`config.mk`:
```
export PLATFORM = sky130hd
export DESIGN_NAME = fir_tap_sequencer
export DESIGN_NICKNAME = d
export VERILOG_FILES = /design/src/rtl/fir_seq_pkg.sv /design/src/rtl/fir_seq_period_cnt.sv /design/src/rtl/fir_tap_sequencer.sv
export SDC_FILE = /design/constraint.sdc
export NUM_CORES = 1
export LEC_CHECK = 0
export CAP_MARGIN = 20
export CORE_ASPECT_RATIO = 0.75
export CORE_MARGIN = 4
export CORE_UTILIZATION = 35
export DETAILED_ROUTE_END_ITERATION = 8
export GPL_TIMING_DRIVEN = 1
export PLACE_DENSITY = 0.83
export SLEW_MARGIN = 40
export SYNTH_ARGS = -nofsm -noshare
export SYNTH_HDL_FRONTEND = slang
export SYNTH_SLANG_ARGS = --single-unit
export TNS_END_PERCENT = 20
```
`constraint.sdc`:
```
create_clock -name iClk12M -period 2.5 [get_ports iClk12M]
set_input_delay 0.5 -clock iClk12M [delete_from_list [all_inputs] [get_ports iClk12M]]
set_output_delay 0.5 -clock iClk12M [all_outputs]
set_load 0.01 [all_outputs]
```
`src/rtl/fir_seq_pkg.sv`:
```
// Shared constants and state encoding for the FIR tap sequencer.
// Decode points are offsets within one 20-cycle sample period.
package fir_seq_pkg;

   typedef enum logic {
      ST_IDLE = 1'b0,
      ST_RUN  = 1'b1
   } state_e;

   localparam int P_GROUPS = 4;
   localparam int P_TAPS   = 10;
   localparam int P_PERIOD = 20;

   localparam int COEF_NUM  = P_GROUPS * P_TAPS;
   localparam int MAC_FIRST = 2;
   localparam int MAC_LAST  = MAC_FIRST + P_TAPS - 1;
   localparam int SUM_CYC   = MAC_LAST + 1;
   localparam int WIN_FIRST = SUM_CYC + 1;

endpackage

```
`src/rtl/fir_seq_period_cnt.sv`:
```
// Modulo-P_PERIOD cycle counter with synchronous clear and count enable;
// oTc flags the last cycle of the period.
module fir_seq_period_cnt #(
   parameter int P_PERIOD = 20,
   parameter int CNT_W    = $clog2(P_PERIOD)
) (
   input  logic             iClk12M,
   input  logic             iRst,
   input  logic             iClr,
   input  logic             iEn,
   output logic [CNT_W-1:0] oCnt,
   output logic             oTc
);

   logic [CNT_W-1:0] cnt_q, cnt_d;

   assign oTc  = (cnt_q == CNT_W'(P_PERIOD - 1));
   assign oCnt = cnt_q;

   // NOTE: next-state holds its value by default first, so no path leaves it unassigned (no latch).
   always_comb begin
      cnt_d = cnt_q;
      if (iClr) begin
         cnt_d = '0;
      end else if (iEn) begin
         cnt_d = oTc ? '0 : cnt_q + CNT_W'(1);
      end
   end

   // NOTE: state registers use non-blocking assignments so every flop samples pre-edge values.
   always_ff @(posedge iClk12M or posedge iRst) begin
      if (iRst) begin
         cnt_q <= '0;
      end else begin
         cnt_q <= cnt_d;
      end
   end

endmodule

```
`src/rtl/fir_tap_sequencer.sv`:
```
// Sample strobe, tap-index sequencing and coefficient-write arbitration for the 40-tap FIR.
// Optional FIR_SEQ_SAMPLE_CNT_EN adds a 16-bit count of completed group sums on oSampleCnt.
module fir_tap_sequencer #(
   parameter int P_PERIOD = 20,
   parameter int P_TAPS   = 10,
   parameter int P_COEF_W = 3
) (
   input  logic                      iClk12M,
   input  logic                      iRst,
   input  logic                      iEnable,
   input  logic                      iCoeffWrReq,
   input  logic [5:0]                iCoeffWrAddr,
   input  logic [P_COEF_W-1:0]       iCoeffWrData,
   output logic                      oEnSample600k,
   output logic [$clog2(P_TAPS)-1:0] oTapSel,
   output logic                      oEnMac,
   output logic                      oAccClr,
   output logic                      oEnSum,
   output logic                      oCoeffWe,
   output logic [5:0]                oCoeffWrAddr,
   output logic [P_COEF_W-1:0]       oCoeffWrData,
   output logic                      oCoeffWrAck,
   output logic                      oBusy
`ifdef FIR_SEQ_SAMPLE_CNT_EN
   ,
   output logic [15:0]               oSampleCnt
`endif
);

   import fir_seq_pkg::*;

   localparam int CNT_W = $clog2(P_PERIOD);
   localparam int TAP_W = $clog2(P_TAPS);

   state_e           state_q, state_d;
   logic [CNT_W-1:0] cnt;
   logic             cnt_tc;
   logic             run;
   logic             win;

   assign run   = (state_q == ST_RUN);
   assign oBusy = run;

   fir_seq_period_cnt #(
      .P_PERIOD (P_PERIOD),
      .CNT_W    (CNT_W)
   ) u_period_cnt (
      .iClk12M (iClk12M),
      .iRst    (iRst),
      .iClr    (!run),
      .iEn     (run),
      .oCnt    (cnt),
      .oTc     (cnt_tc)
   );

   always_ff @(posedge iClk12M or posedge iRst) begin
      if (iRst) begin
         state_q <= ST_IDLE;
      end else begin
         state_q <= state_d;
      end
   end

   // A run request is only honoured at period boundaries, so periods are never truncated.
   always_comb begin
      state_d = state_q;
      case (state_q)
         ST_IDLE: if (iEnable)           state_d = ST_RUN;
         ST_RUN:  if (cnt_tc && !iEnable) state_d = ST_IDLE;
         default:                         state_d = ST_IDLE;
      endcase
   end

   always_comb begin
      oEnSample600k = 1'b0;
      oEnMac        = 1'b0;
      oAccClr       = 1'b0;
      oEnSum        = 1'b0;
      oTapSel       = '0;
      if (run) begin
         oEnSample600k = (cnt == CNT_W'(0));
         oEnMac        = (cnt >= CNT_W'(MAC_FIRST)) && (cnt <= CNT_W'(MAC_LAST));
         oAccClr       = (cnt == CNT_W'(MAC_FIRST));
         oEnSum        = (cnt == CNT_W'(SUM_CYC));
         if (oEnMac) oTapSel = TAP_W'(cnt - CNT_W'(MAC_FIRST));
      end
   end

   // Writes land only while no MAC reads the coefficient RAM; out-of-range addresses are acked and dropped.
   assign win          = !run || (cnt >= CNT_W'(WIN_FIRST));
   assign oCoeffWrAck  = iCoeffWrReq & win & ~iRst;
   assign oCoeffWe     = oCoeffWrAck & (iCoeffWrAddr < 6'(COEF_NUM));
   assign oCoeffWrAddr = oCoeffWe ? iCoeffWrAddr : '0;
   assign oCoeffWrData = oCoeffWe ? iCoeffWrData : '0;

`ifdef FIR_SEQ_SAMPLE_CNT_EN
   logic [15:0] sample_cnt_q;

   always_ff @(posedge iClk12M or posedge iRst) begin
      if (iRst) begin
         sample_cnt_q <= '0;
      end else if (oEnSum) begin
         sample_cnt_q <= sample_cnt_q + 16'd1;
      end
   end

   assign oSampleCnt = sample_cnt_q;
`endif

endmodule

```
Yosys cells after proc, flatten, opt, wreduce, memory -nomap -nowiden
Cells that the tools add are included.

storage, ports and cells
  output and inout port bits = 20
  input port bits = 13
  flip-flop bits (word level) = 6
  logic and storage cells = 35

operators by class
  muxes and demuxes = 13
  add/subtract/negate cells = 2
  equality and inequality tests = 3
  $lt $le $gt $ge = 4
  reductions and logical operators = 6
  bitwise operators = 5

operator list
  kind                                                            count
  2-to-1 mux 5 bit                                                2
  2-to-1 mux 4 bit                                                2
  < comparator 6 bit, second input constant                       1
  2-to-1 mux 1 bit                                                6
  2-to-1 mux 6 bit                                                1
  adder 5 x 1 -> 5 bit, second input constant                     1
  equality test 5 x 2 -> 1 bit, second input constant             1
  equality test 5 x 4 -> 1 bit, second input constant             1
  equality test 5 bit, second input constant                      1
  >= comparator 5 x 2 -> 1 bit, second input constant             1
  >= comparator 5 x 4 -> 1 bit, second input constant             1
  less-or-equal comparator 5 x 4 -> 1 bit, second input constant  1
  zero test 5 bit                                                 1
  subtractor 4 x 2 -> 4 bit, second input constant                1
  AND 1 bit                                                       3
  2-to-1 mux 3 bit                                                1
  logical AND 1 bit                                               2
  zero test 1 bit                                                 2
  inverter 1 bit                                                  2
  case mux 1 bit (2 select lines)                                 1
  logical OR 1 bit                                                1

Logic depth before layout (Yosys ltp)
  depth in word-level cells = 6
  depth in mapped cells = 6
  mapped depth without buffers = 5

By module
A second synthesis with hierarchy kept.

second synthesis, totals
  cell total of the unflattened synthesis = 85
  area total of the unflattened synthesis = 676.9 um^2

modules (own cells, without submodules)
  module              cells each  area each (um^2)  seq. area each (um^2)  instances
  fir_tap_sequencer   60          409.1             25.0                   1
  fir_seq_period_cnt  25          267.8             125.1                  1

Worst setup path after synthesis
Ideal clock, no wire load.

  path kind = flip-flop to output port
  from = register u_period_cnt.cnt_q[1], in the netlist u_period_cnt.oCnt[1]
  to = output port oCoeffWrAddr[3]
  path buffers = 0
  cell stages (with the launch flop) = 6
  data required time = 2000 ps
  arrival time = 1433 ps
  setup slack = 567 ps
  cell sequence = dfrtp_1 inv_1 ha_1 a21oi_1 o211a_1 nor4b_1

between the ends
  longest elaborated chain between the ends = 6

RTL lines
  what                          RTL line                  source
  start: declaration            fir_seq_period_cnt.sv:15  logic [CNT_W-1:0] cnt_q, cnt_d;
  start signal: assignment      fir_seq_period_cnt.sv:35  cnt_q <= cnt_d;
  >= comparator 5 x 4 -> 1 bit  fir_tap_sequencer.sv:90   assign win = !run || (cnt >= CNT_W'(WIN_FIRST));
  logical OR 1 bit              fir_tap_sequencer.sv:90
  AND 1 bit (2 in series)       fir_tap_sequencer.sv:91   assign oCoeffWrAck = iCoeffWrReq & win & ~iRst;
  AND 1 bit                     fir_tap_sequencer.sv:92   assign oCoeffWe = oCoeffWrAck & (iCoeffWrAddr < 6'(COEF_NUM));
  2-to-1 mux 6 bit              fir_tap_sequencer.sv:93   assign oCoeffWrAddr = oCoeffWe ? iCoeffWrAddr : '0;
  end: declaration              fir_tap_sequencer.sv:20   output logic [5:0] oCoeffWrAddr,

No other way between the ends.

Worst setup path in the final report
  from = input port iCoeffWrAddr[4]
  to = output port oCoeffWe

between the ends
  longest elaborated chain between the ends = 2

RTL lines
  what                RTL line                 source
  start: declaration  fir_tap_sequencer.sv:12  input logic [5:0] iCoeffWrAddr,
  < comparator 6 bit  fir_tap_sequencer.sv:92
  AND 1 bit           fir_tap_sequencer.sv:92
  end: declaration    fir_tap_sequencer.sv:19  output logic oCoeffWe,

No other way between the ends.

==> results_dict.tcl <==
set metrics [dict create \
    arrival_ns 1.96 \
    syn_nets 93 \
    yosys_warnings 0 \
    slew_headroom_pct 70.3 \
    grt_max_degree 12 \
    wl_um 1630 \
    hold_path_class "input pin to async pin" \
    ir_worst_vdd_mv 0.803 \
    utilization_pct 66.2 \
    hold_ws_ns 0.600 \
    placed_cells 132 \
    cts_sinks 6 \
    path_clk_slew_ns 0.04 \
    multiInputGateArea_um2 428 \
    first_pass_iters 4 \
    synthSimpleGateAreaFrac_pct 37.2 \
    die-area_um2 2480 \
    detail_route.vias_per_cell 4.63 \
    post_cts_buffers 0 \
    ioPinCount 33 \
    power.density_nw_per_um2 1020 \
    final_common_cell "clkdlybuf4s50_1" \
    ys_ff_latch 6 \
    slew_violations 0 \
    cts-buffers-inserted 3 \
    status "finished clean" \
    dp_slack_ns -0.166 \
    start_util_pct 39.0 \
    post_synth_fa_ha_maj_area_fraction_pct 16.4 \
    fin_nets 137 \
    synth_compound_area_share_pct 11.3 \
    wl_per_cell_um 12.1 \
    route.detailed.drc 0 \
    cap_violations 0 \
    synth_cell_types 27 \
    power_leakage_nw 0.520 \
    drive_above_1_share_pct 17.5 \
    fillers 155 \
    port_buffers 32 \
    rsz0062_at_grt "true" \
    syn_to_final_growth_pct 69.6 \
    fin_cells 135 \
    critPathKind "input pin to primary output" \
    netlist_instances 72 \
    die_h_um 44.1 \
    tightest_slew_ns 0.442 \
    dp_hpwl_um 1420 \
    antenna_found_initial 0 \
    setup_ws_ns 0.0412 \
    seqCellArea_um2 150 \
    grt_util_all_layers_pct 13.3 \
    core_um2 1560 \
    n_antenna_cell 0 \
    setup_viol 0 \
    fp.dieW_um 56.2 \
    finalPower_w 0.00106 \
    ys_seq_area_share_pct 24.6 \
    critical_path.startpoint_type "input pin" \
    synth_top_family_by_area "simple AND/OR/NAND/NOR gates" \
    required_ns 2.00 \
    rows 12 \
    grt_pass1_wl_um 2660 \
    fin_skew_ns 0.00426 \
    layout_common_cells "clkdlybuf4s50_1 (17), dlygate4sd2_1 (13), buf_4 (10)" \
    synth.area.mux_share_pct 0 \
    gr-total-overflow 0 \
    period_share_pct 98.4 \
    clkLatencyLatePin_ns 0.23 \
    syn_area_um2 609 \
    fin_crit_ns 2.46 \
    cts_tree "done" \
    gp_congestion 0.795 \
    root_buffer "clkbuf_4" \
    crit_path_end_kind "primary output" \
    synth_xor_area_share_pct 2.87 \
    drtIter0Drc 14 \
    crit_fanout 8 \
    syn_avg_cell_area_um2 8.46 \
    antenna_left 0 \
    htreeDepth 1 \
    clock.fmax_mhz 407 \
    hold_viol 0 \
    clock_path_buffers 2 \
    grt_pass1_vias 635 \
    vias 625 \
]
==> logic make-up after synthesis <==
kind of cell | after synthesis
buf+inv | 9
simple gates | 37
flops | 6
fa+ha+maj | 8
xor+xnor | 2
compound gates | 10
==> layout make-up <==
class,instances,share of cell area [%]
Multi-Input combinational cell,57,41.4
Timing Repair Buffer,42,37.2
Sequential cell,6,14.5
Tap cell,21,2.54
Clock buffer,3,2.18
Inverter,6,2.18
==> sequential cells by signal, summed over array words and instances (netlist names) <==
signal	flops
u_period_cnt.oCnt	5
oBusy	1
==> metal layers <==
metal  wire (um)  global-route usage (%)  part of all wire [%]  vias up
li1            -                       -                     -      331
met1         770                    17.4                    47      280
met2         784                    23.1                    48       14
met3          73                    1.75                   4.5        0
met4           0                    4.27                     0        0
met5           0                       0                     0        -
==> power breakdown <==
group          switching (W)  internal [W]
Sequential         0.0000523      0.000145
Clock              0.0000278     0.0000538
Combinational       0.000390      0.000387
==> per-stage QoR <==
stage	cell area [um^2]	setup TNS [ns]
2_1_floorplan	609	0
3_3_place_gp	1010	-0.804
3_5_place_dp	1010	-1.09
4_1_cts	1020	0
5_1_grt	1030	-0.0638
6_report	1030	0
==> worst max-delay path: stages <==
cell and delay [ns]:
clkdlybuf4s50_1 0.43, o21ai_1 0.18, nand3_2 0.17, nor2_1 0.12, clkdlybuf4s50_1 0.56
==> Yosys cell counts <==
| cell | number | area share, % |
|---|---|---|
| nor2_1 | 9 | 5.5 |
| ha_1 | 8 | 16 |
| nor3b_1 | 7 | 8.6 |
| dfrtp_1 | 6 | 25 |
| inv_1 | 6 | 3.7 |
| nand2_1 | 6 | 3.7 |
| nor3_1 | 3 | 2.5 |
| o21ai_0 | 3 | 2.5 |
| a21oi_1 | 2 | 1.6 |
| nand2b_1 | 2 | 2.1 |
| nand3_1 | 2 | 1.6 |
| nand3b_1 | 2 | 2.5 |
| xnor2_1 | 2 | 2.9 |
| a31o_2 | 1 | 1.4 |
| and2_1 | 1 | 1.0 |
| and4_1 | 1 | 1.4 |
| buf_2 | 1 | 0.82 |
| buf_4 | 1 | 1.2 |
| buf_6 | 1 | 1.8 |
| nand4b_1 | 1 | 1.4 |
| nor2b_2 | 1 | 1.4 |
| nor4b_1 | 1 | 1.4 |
| nor4b_4 | 1 | 3.9 |
| o211a_1 | 1 | 1.6 |
| o211ai_1 | 1 | 1.2 |
| o21ba_2 | 1 | 1.6 |
| o31ai_1 | 1 | 1.2 |
==> final timing paths <==
kind	slack, ns	from	end	cells past startpoint
max	0.04	iCoeffWrAddr[4]	oCoeffWe	5
max reg2reg	0.98	u_period_cnt.oCnt[0]	oBusy	5
min reg2reg	0.60	u_period_cnt.oCnt[4]	u_period_cnt.oCnt[4]	1
min in group iClk12M	0.60	u_period_cnt.oCnt[4]	u_period_cnt.oCnt[4]	1
max in group asynchronous	1.79	iRst	u_period_cnt.oCnt[0]	3
min	0.60	iRst	u_period_cnt.oCnt[4]	3
==> repair_timing <==
action | 4_1_cts | 5_1_grt
endpoints found under the setup margin | 15 | 3
hold endpoints to repair | 0 | 0
hold buffers | 0 | 0
gates resized for setup | 16 | 4
No activity file was read; power rests on OpenSTA's default activity.
